### src/rtl/fetch_unit.sv
// Fetch stage of the 3-stage RV32I pipeline: PC, synchronous IMEM addressing,
// FD->X register with wrong-path squash. Optional counters under FETCH_STATS_EN.
module fetch_unit #(
  parameter logic [31:0] RESET_PC = 32'h4000_0000,
  parameter logic [31:0] NOP_INST = 32'h0000_0013
) (
  input  logic        clk,
  input  logic        rst_n,
  input  logic [1:0]  pc_sel,
  input  logic [31:0] jal_target,
  input  logic [31:0] alu_target,
  input  logic        is_j_or_b,
  input  logic        stall,
  output logic [31:0] imem_addr,
  input  logic [31:0] imem_rdata,
  output logic [31:0] pc_fd,
  output logic [31:0] inst_fd,
  output logic        valid_fd,
  output logic [31:0] pc_x,
  output logic [31:0] inst_x,
  output logic        valid_x
`ifdef FETCH_STATS_EN
  ,
  output logic [31:0] fetch_count,
  output logic [31:0] squash_count
`endif
);

  logic [31:0] pc_q, pc_d;
  logic        valid_fd_q, valid_fd_d;
  logic [31:0] pc_x_q, pc_x_d;
  logic [31:0] inst_x_q, inst_x_d;
  logic        valid_x_q, valid_x_d;
  logic        redirect;

  assign redirect = (pc_sel == 2'd1) && is_j_or_b;

  always_comb begin
    pc_d = pc_q + 32'd4;
    if (redirect)                    pc_d = {alu_target[31:2], 2'b00};
    else if (stall || !valid_fd_q)   pc_d = pc_q;
    else if (pc_sel == 2'd0)         pc_d = {jal_target[31:2], 2'b00};
  end

  // The data returned after a redirect belongs to the new target, so FD stays valid.
  assign valid_fd_d = 1'b1;

  assign imem_addr = rst_n ? pc_d : RESET_PC;
  assign pc_fd     = pc_q;
  assign valid_fd  = valid_fd_q;
  assign inst_fd   = valid_fd_q ? imem_rdata : NOP_INST;

  always_comb begin
    pc_x_d    = pc_x_q;
    inst_x_d  = inst_x_q;
    valid_x_d = valid_x_q;
    if (redirect) begin
      inst_x_d  = NOP_INST;
      valid_x_d = 1'b0;
    end else if (!stall) begin
      pc_x_d    = pc_q;
      inst_x_d  = inst_fd;
      valid_x_d = valid_fd_q;
    end
  end

  always_ff @(posedge clk or negedge rst_n) begin
    if (!rst_n) begin
      pc_q       <= RESET_PC;
      valid_fd_q <= 1'b0;
      pc_x_q     <= 32'd0;
      inst_x_q   <= NOP_INST;
      valid_x_q  <= 1'b0;
    end else begin
      pc_q       <= pc_d;
      valid_fd_q <= valid_fd_d;
      pc_x_q     <= pc_x_d;
      inst_x_q   <= inst_x_d;
      valid_x_q  <= valid_x_d;
    end
  end

  assign pc_x    = pc_x_q;
  assign inst_x  = inst_x_q;
  assign valid_x = valid_x_q;

`ifdef FETCH_STATS_EN
  logic [31:0] fetch_count_q, fetch_count_d;
  logic [31:0] squash_count_q, squash_count_d;

  always_comb begin
    fetch_count_d  = fetch_count_q;
    squash_count_d = squash_count_q;
    if (valid_fd_q && !stall && !redirect) fetch_count_d  = fetch_count_q + 32'd1;
    if (valid_fd_q && redirect)            squash_count_d = squash_count_q + 32'd1;
  end

  always_ff @(posedge clk or negedge rst_n) begin
    if (!rst_n) begin
      fetch_count_q  <= 32'd0;
      squash_count_q <= 32'd0;
    end else begin
      fetch_count_q  <= fetch_count_d;
      squash_count_q <= squash_count_d;
    end
  end

  assign fetch_count  = fetch_count_q;
  assign squash_count = squash_count_q;
`endif

endmodule
### config.mk
export PLATFORM = sky130hd
export DESIGN_NAME = fetch_unit
export DESIGN_NICKNAME = d
export VERILOG_FILES = /design/src/rtl/fetch_unit.sv
export SDC_FILE = /design/constraint.sdc
export NUM_CORES = 1
export LEC_CHECK = 0
export CAP_MARGIN = 20
export CORE_UTILIZATION = 45
export CTS_BUF_LIST = sky130_fd_sc_hd__clkbuf_4
export CTS_CLUSTER_DIAMETER = 100
export CTS_CLUSTER_SIZE = 28
export DETAILED_ROUTE_END_ITERATION = 10
export PLACE_DENSITY = 0.88
export SLEW_MARGIN = 20
export SYNTH_ARGS = -nofsm -noshare
export SYNTH_HDL_FRONTEND = slang
export SYNTH_SLANG_ARGS = --single-unit
### constraint.sdc
create_clock -name clk -period 5.3 [get_ports clk]
set_clock_uncertainty 0.15 [all_clocks]
set_input_delay 1.06 -clock clk [delete_from_list [all_inputs] [get_ports clk]]
set_output_delay 1.06 -clock clk [all_outputs]
set_load 0.02 [all_outputs]
==> qor.log, run 1 <==
[outcome] status finished with violations
[outcome] violations in the final reports design-rule violations
[layout] utilization of the core after routing 71.8%
[cts] clk_lat worst skew 0.46 ns
[critical_path] startpoint types input port
[place] input/output buffers 259
[timing] number of failing hold endpoints at the final stage 0
[power_and_ir_drop] peak supply drop 0.000137 V
[synth] sequential-to-total area share from yosys stat 45.6%
[drt] # DRC 38
[synth] post-synth design cell area 0.00539 sq mm
[power_and_ir_drop] internal cell power 1.53 mW
[timing] setup violation total in the final timing report 0
[power_and_ir_drop] sequential share of power 41.4%
[synth] mean instance size in the synthesized netlist 9.62 sq um
[floorplan] site row count 39
[timing] Final WS setup 0.282 ns
[min_path] hold path depth 1
[global_routing] wire length of the first global-routing pass 29400 microns
[critical_path] biggest cell delay along the critical path 0.69 ns
[synth] count of distinct cell types in the synthesized netlist 63
[layout] layout overhead on the synthesized area 54.2%
[timing] Worst slew margin 34.8%
[job] total of max-cap violations 0
[critical_path] sum of buffers and inverters on the critical path 2
[synth] proportion of register bits with asynchronous set or reset after synthesis 100%
[critical_path] Reg-to-Reg Start pc_fd[9]
[place] worst slack after detailed placement 0.307 ns
[power_and_ir_drop] proportion of power drawn by combinational gates 39.1%
[cts] CTS Buf Count 9
[timing] Peak Freq 199 MHz
[drt] residual antenna-violating net count after detailed routing 0
[critical_path] Reg2Reg Setup Slack 2.69 ns
[drt] via density per instance 5.88
[timing] time the worst path needs with I/O delays and setup 5.02 ns
[floorplan] height of the chip 111 microns
[critical_path] most used cell, CP clkdlybuf4s50_1
[synth] number of enable-type register cells in the synthesized netlist 0
[synth] number of flip-flops and latches in the synthesized netlist 98
[power_and_ir_drop] switching pwr 0.820 mW
[layout] count of nets after finishing 910
[cts] deepest clock path buffer count 2
[cts] clock transition at the registers of the reported paths 0.15 ns
[timing] max-slew violation total from the final report 0
[timing] share of the clock period used by the worst path after layout 94.7%
[power_and_ir_drop] proportion of total power due to net switching 34.9%
[synth] syn nets 663
[critical_path] end of the worst register-to-register path pc_fd[31]
[layout] number of antenna diodes 0
[timing] sum of negative setup slack 0 ns
[global_routing] largest net degree at the start of global routing 69
[layout] fraction of final layout cells with drive strength greater than 1 10.6%
[synth] cells after synthesis 560
[critical_path] Worst path slowest cell clkdlybuf4s50_1
[min_path] destination of the worst hold path pc_x[28]
[power_and_ir_drop] power per cell area 282 mW/mm^2
[synth] Most used DFF post-synth dfrtp_1
[floorplan] horizontal die dimension 111 microns
[floorplan] number of top-level design ports 264
[drt] initial DRC count 426
[global_routing] total track usage 30.2%
[synth] count of yosys warnings during synthesis 0
[critical_path] number of cell instances on the worst register-to-register path 5
[place] total half-perimeter wirelength after legalization and detailed placement 13900 microns
[cts] CTS Hold Bufs 0
[timing] RSZ-0062 raised after global routing no
[floorplan] effective utilization at floorplan 46.6%
[global_routing] overall overflow remaining after global route 0
[critical_path] kind of end point of the critical path output pin
[power_and_ir_drop] clock group share of total power 19.6%
[cts] clock tree from TritonCTS done
[global_routing] initial antenna violation count 0
[critical_path] CP top delay family buffers and inverters
[drt] total number of vias 5619
[critical_path] largest fanout of any net on the critical path 13
[cts] number of gates resized after cts 0
[critical_path] Required @ worst endpoint 4.09 ns
[critical_path] worst path cell trace clkdlybuf4s50_1 -> or2_2 -> nand2_1 -> or4_1 -> a31oi_1 -> and2_1 -> clkdlybuf4s50_1
[critical_path] Crit Path Class in2out
[place] GPL Wtd Cong 0.880
[cts] CTS HTree Levels 3
[cts] sink count of the clock tree 98
[floorplan] Core Region 0.0116 sq mm
[drt] wire length per cell after detailed routing 19.2 microns
[floorplan] full die area 0.0124 sq mm
[cts] clock tree root driver cell clkbuf_4
[power_and_ir_drop] leakage power 3.42 nW
[timing] slew at the pin closest to its max-slew limit 0.975 ns
[drt] number of search-and-repair iterations in the first detailed-routing pass 8
[global_routing] vias in the first global route 5733
[critical_path] WP data arrival 3.81 ns
[cts] buffers inserted during post-CTS setup optimization 0
[min_path] worst hold path startpoint pc_x[28]
[min_path] worst hold-check path type reg2reg
[drt] total detailed-routing wirelength 18400 microns
[layout make-up]
class / instances / area [sq um]
clock inverter: 3 / 63.8
sequential: 98 / 2460
timing repair buffer: 278 / 2730
tap: 143 / 179
multi-input combinational: 417 / 2770
clock buffer: 13 / 97.6
inverter: 3 / 11.3
fill: 889 / 3260
[cell usage after synthesis (6+ instances only)]
cell type,number,area share (%)
a31oi_1,8,0.93
and3_1,6,0.70
dfrtp_1,94,44
a21oi_1,27,2.5
nand3_1,16,1.5
buf_1,8,0.56
and2_1,43,5.0
nor3_1,9,0.84
o221ai_1,7,1.1
mux2i_1,36,6.7
nor2_1,52,3.6
nor4_1,6,0.70
o211ai_1,6,0.84
nand4_1,7,0.81
nand2_1,47,3.3
clkbuf_1,27,1.9
buf_2,7,0.65
o21ai_0,28,2.6
o22ai_1,9,1.0
mux2_2,32,6.7
a221oi_1,7,1.1
[routing by layer]
metal | share of wire, % | vias to the layer above | GRT usage [%]
met5 | 0 | - | 0
met3 | 8.7 | 52 | 6.80
met4 | 3.9 | 0 | 15.1
met1 | 38 | 2674 | 35.5
met2 | 49 | 346 | 52.1
li1 | - | 2547 | -
[cells by family after synthesis]
| family | Yosys count | synth area share, % |
|---|---|---|
| multiplexers | 68 | 13.4 |
| AO/OA/AOI/OAI | 128 | 15.9 |
| adder cells (fa/ha/maj) | 1 | 0.232 |
| other | 1 | 0.0696 |
| AND/OR/NAND/NOR | 213 | 20.5 |
| buffers and inverters | 45 | 3.30 |
| flip-flops | 98 | 45.6 |
| XOR/XNOR | 6 | 0.975 |
[cell usage in the layout (no fill, tap or decap), types with 4 or more instances in the layout]
master / count
clkdlybuf4s50_1: 257
dfrtp_1: 94
nor2_1: 51
nand2_1: 47
and2_1: 43
mux2i_1: 36
mux2_2: 32
o21ai_0: 28
a21oi_1: 27
buf_4: 20
nand3_1: 16
clkbuf_4: 13
o22ai_1: 9
nor3_1: 9
a31oi_1: 8
nand4_1: 7
o221ai_1: 7
a221oi_1: 7
and3_1: 6
nor4_1: 6
o211ai_1: 6
nand2b_1: 4
xor2_1: 4
a221o_1: 4
a22oi_1: 4
or4_1: 4
o31ai_1: 4
dfstp_2: 4
[worst max-delay path by stage]
stage                     startpoint       endpoint  slack, ns  cells past startpoint
final                      pc_sel[0]  imem_addr[16]       0.28                      7
after global routing       pc_sel[0]  imem_addr[16]       0.15                      7
after CTS                  pc_sel[0]  imem_addr[16]       0.30                      7
after detailed placement   pc_sel[0]  imem_addr[16]       0.31                      7
after global placement     pc_sel[0]  imem_addr[16]       0.34                      7
after floorplan            pc_sel[0]  imem_addr[10]       1.35                      7
[registers in the layout (all words and copies together) (netlist names)]
name / flops
pc_x: 32
pc_fd: 32
valid_x: 1
inst_x: 32
valid_fd: 1
[metrics by stage]
stage                     std cells  total power [mW]  area, sq um  hold WS (ns)
after floorplan                 560              1.42         5390         0.428
after global placement          939              1.87         8150         0.338
after detailed placement        939              1.90         8150         0.345
after CTS                       955              2.36         8310         0.376
after global routing            955              2.46         8310         0.395
final                           955              2.35         8310         0.372
[power groups by stage]
stage                     registers (mW)  clock network, mW  logic, mW
after floorplan                     1.09                  0      0.324
after global placement             0.975                  0      0.895
after detailed placement           0.984                  0      0.914
after CTS                          0.969              0.470      0.918
after global routing               0.988              0.498      0.970
final                              0.970              0.459      0.916
No activity file was read; power rests on OpenSTA's default activity.
==> inputs of run 2 (changes only) <==
--- a/config.mk
+++ b/config.mk
@@ -5,12 +5,14 @@
 export SDC_FILE = /design/constraint.sdc
 export NUM_CORES = 1
 export LEC_CHECK = 0
+export ABC_AREA = 1
 export CAP_MARGIN = 20
 export CORE_UTILIZATION = 45
 export CTS_BUF_LIST = sky130_fd_sc_hd__clkbuf_4
 export CTS_CLUSTER_DIAMETER = 100
 export CTS_CLUSTER_SIZE = 28
 export DETAILED_ROUTE_END_ITERATION = 10
+export GPL_TIMING_DRIVEN = 0
 export PLACE_DENSITY = 0.88
 export SLEW_MARGIN = 20
 export SYNTH_ARGS = -nofsm -noshare
==> run 2 against run 1 <==
  * The flow still finishes with violations (design-rule violations)
  * Largest cell class is now non-clock buffers
  * Sequential power shrank 0.5%
  * Critical path type unchanged
  * Non-clock buffer count increased by 15
  * Via count grew 7.2%
  * Final cell count increased by 20%
==> qor.log, run 2 <==
[power_and_ir_drop] peak supply drop 0.000250 V
[layout] layout overhead on the synthesized area 56.0%
[timing] Peak Freq 210 MHz
[min_path] worst hold-check path type in2async
[place] GPL Wtd Cong 0.901
[timing] final worst hold slack 0.316 ns
[outcome] violations in the final reports design-rule violations
[cts] clock tree root driver cell clkbuf_4
[drt] total number of vias 6022
[global_routing] overall overflow remaining after global route 0
[layout] fraction of final layout cells with drive strength greater than 1 7.08%
[cts] clk_lat worst skew 0.49 ns
[critical_path] Required @ worst endpoint 4.09 ns
[global_routing] initial antenna violation count 0
[timing] RSZ-0062 raised after global routing no
[layout] leading cell types in the layout, fill and taps excluded 258 x clkdlybuf4s50_1, 227 x nand2_1, 94 x dfrtp_1
[power_and_ir_drop] leakage power 3.92 nW
[layout] final cell count without fillers 1146
[synth] number of enable-type register cells in the synthesized netlist 0
[place] input/output buffers 259
[synth] Most used DFF post-synth dfrtp_1
[critical_path] WP data arrival 3.56 ns
[synth] cells after synthesis 727
[place] count of placed standard cells including taps 1130
[cts] clock tree from TritonCTS done
[floorplan] full die area 0.0123 sq mm
[layout] number of antenna diodes 0
[cts] CTS HTree Levels 3
[critical_path] worst setup path endpoint imem_addr[3]
[critical_path] Reg-to-Reg Start pc_fd[3]
[drt] residual antenna-violating net count after detailed routing 0
[floorplan] Core Region 0.0115 sq mm
[cts] buffers inserted during post-CTS setup optimization 0
[synth] mean instance size in the synthesized netlist 7.35 sq um
[synth] post-synth design cell area 0.00534 sq mm
[floorplan] number of top-level design ports 264
[critical_path] critical path launch point pc_sel[0]
[critical_path] Reg2Reg Setup Slack 3.28 ns
[timing] time the worst path needs with I/O delays and setup 4.77 ns
[synth] top cells by instance count after synthesis 227 x nand2_1, 94 x dfrtp_1, 80 x inv_1
[cts] CTS Buf Count 9
[power_and_ir_drop] power per cell area 296 mW/mm^2
[critical_path] number of cell instances on the worst register-to-register path 10
[global_routing] largest net degree at the start of global routing 59
[global_routing] wire length of the first global-routing pass 30700 microns
[timing] share of the clock period used by the worst path after layout 90.1%
[cts] sink count of the clock tree 98
[critical_path] kind of end point of the critical path output pin
[drt] via density per instance 5.25
[cts] number of gates resized after cts 0
[floorplan] horizontal die dimension 111 microns
[global_routing] total track usage 32.4%
[critical_path] Crit Path Class in2out
[drt] wire length per cell after detailed routing 16.8 microns
[place] total half-perimeter wirelength after legalization and detailed placement 14900 microns
[timing] number of failing hold endpoints at the final stage 0
[drt] initial DRC count 523
[synth] proportion of register bits with asynchronous set or reset after synthesis 100%
[synth] most numerous cell in the Yosys netlist nand2_1
[cts] CTS Hold Bufs 0
[critical_path] end of the worst register-to-register path pc_fd[14]
[layout] most common library cell in the layout ignoring fill and taps clkdlybuf4s50_1
[global_routing] vias in the first global route 5873
[synth] post-synth top area cell dfrtp_1
[timing] max-slew violation total from the final report 0
[synth] largest cells by area after synthesis dfrtp_1 44%, nand2_1 16%, o21ai_0 7.0%, inv_1 5.6%, nor2_1 4.1%
[critical_path] startpoint types input port
[synth] count of distinct cell types in the synthesized netlist 36
[cts] clock transition at the registers of the reported paths 0.15 ns
[drt] total detailed-routing wirelength 19300 microns
[floorplan] site row count 39
[outcome] status finished with violations
[job] total of max-cap violations 0
[floorplan] effective utilization at floorplan 46.4%
[timing] setup violation total in the final timing report 0
[synth] number of flip-flops and latches in the synthesized netlist 98
[cts] deepest clock path buffer count 2
[drt] # DRC 40
[synth] syn nets 830
[timing] Worst slew margin 55.3%
[synth] area share of the largest cell type after synthesis 44.0%
[critical_path] largest fanout of any net on the critical path 10
[synth] count of yosys warnings during synthesis 0
[layout] count of nets after finishing 1101
[floorplan] height of the chip 111 microns
[timing] slew at the pin closest to its max-slew limit 0.670 ns
[drt] number of search-and-repair iterations in the first detailed-routing pass 8
[synth] sequential-to-total area share from yosys stat 46.0%
run 2: area by class of cell:
cell class | count | area [sq um]
clock buffer | 11 | 82.6
clock inverter | 5 | 108
tap | 143 | 179
buffer | 33 | 174
fill | 926 | 3180
inverter | 88 | 330
multi-input combinational | 508 | 2380
timing repair buffer | 260 | 2620
sequential | 98 | 2460
run 2: critical path, cell delays in order:
cell and delay [ns]:
clkdlybuf4s50_1 0.48, nand2_1 0.05, nor2_1 0.32, buf_2 0.32, buf_2 0.34, nand2_1 0.15, a21oi_1 0.17, clkdlybuf4s50_1 0.66
run 2: how the worst min path moves through the flow:
stage | startpoint | endpoint | slack [ns] | cells past startpoint
after floorplan | inst_x[0] | inst_x[0] | 0.38 | 2
after global placement | pc_x[3] | pc_x[3] | 0.30 | 2
after detailed placement | pc_x[9] | pc_x[9] | 0.32 | 2
after CTS | rst_n | inst_x[25] | 0.31 | 1
after global routing | rst_n | inst_x[25] | 0.30 | 1
final | rst_n | inst_x[25] | 0.32 | 1
run 2: power by group:
| part | internal, mW | total (mW) | switching [mW] |
|---|---|---|---|
| sequential | 0.858 | 0.965 | 0.107 |
| combinational | 0.436 | 0.985 | 0.549 |
| clock | 0.253 | 0.515 | 0.262 |
run 2: cell families (layout without fill, tap and decap cells):
family          after synthesis  count (layout)  share of synthesized area [%]
fa+ha+maj                     1               1                          0.234
simple gates                353             353                           28.3
compound gates              151             151                           15.7
other cells                   1               1                         0.0702
xor+xnor                      2               2                          0.328
flops                        98              98                           46.0
buf+inv                     121             397                           9.44
run 2: metal layers:
| layer | routed length [microns] | track usage, % |
|---|---|---|
| met1 | 7700 | 38.7 |
| met2 | 9500 | 55.5 |
| met3 | 1380 | 8.31 |
| met4 | 694 | 13.4 |
| met5 | 0 | 0 |
run 2: stage by stage:
step / setup WS, ns / area, sq um / power (mW) / util, % / TNS (ns)
after global placement: -3.92 / 8120 / 1.93 / 70.5 / -182.33
after CTS: 0.594 / 8330 / 2.47 / 72.4 / 0
final: 0.527 / 8330 / 2.46 / 72.4 / 0
after global routing: 0.362 / 8330 / 2.59 / 72.4 / 0
after detailed placement: 0.595 / 8140 / 1.95 / 70.7 / 0
after floorplan: 1.88 / 5340 / 1.44 / - / 0
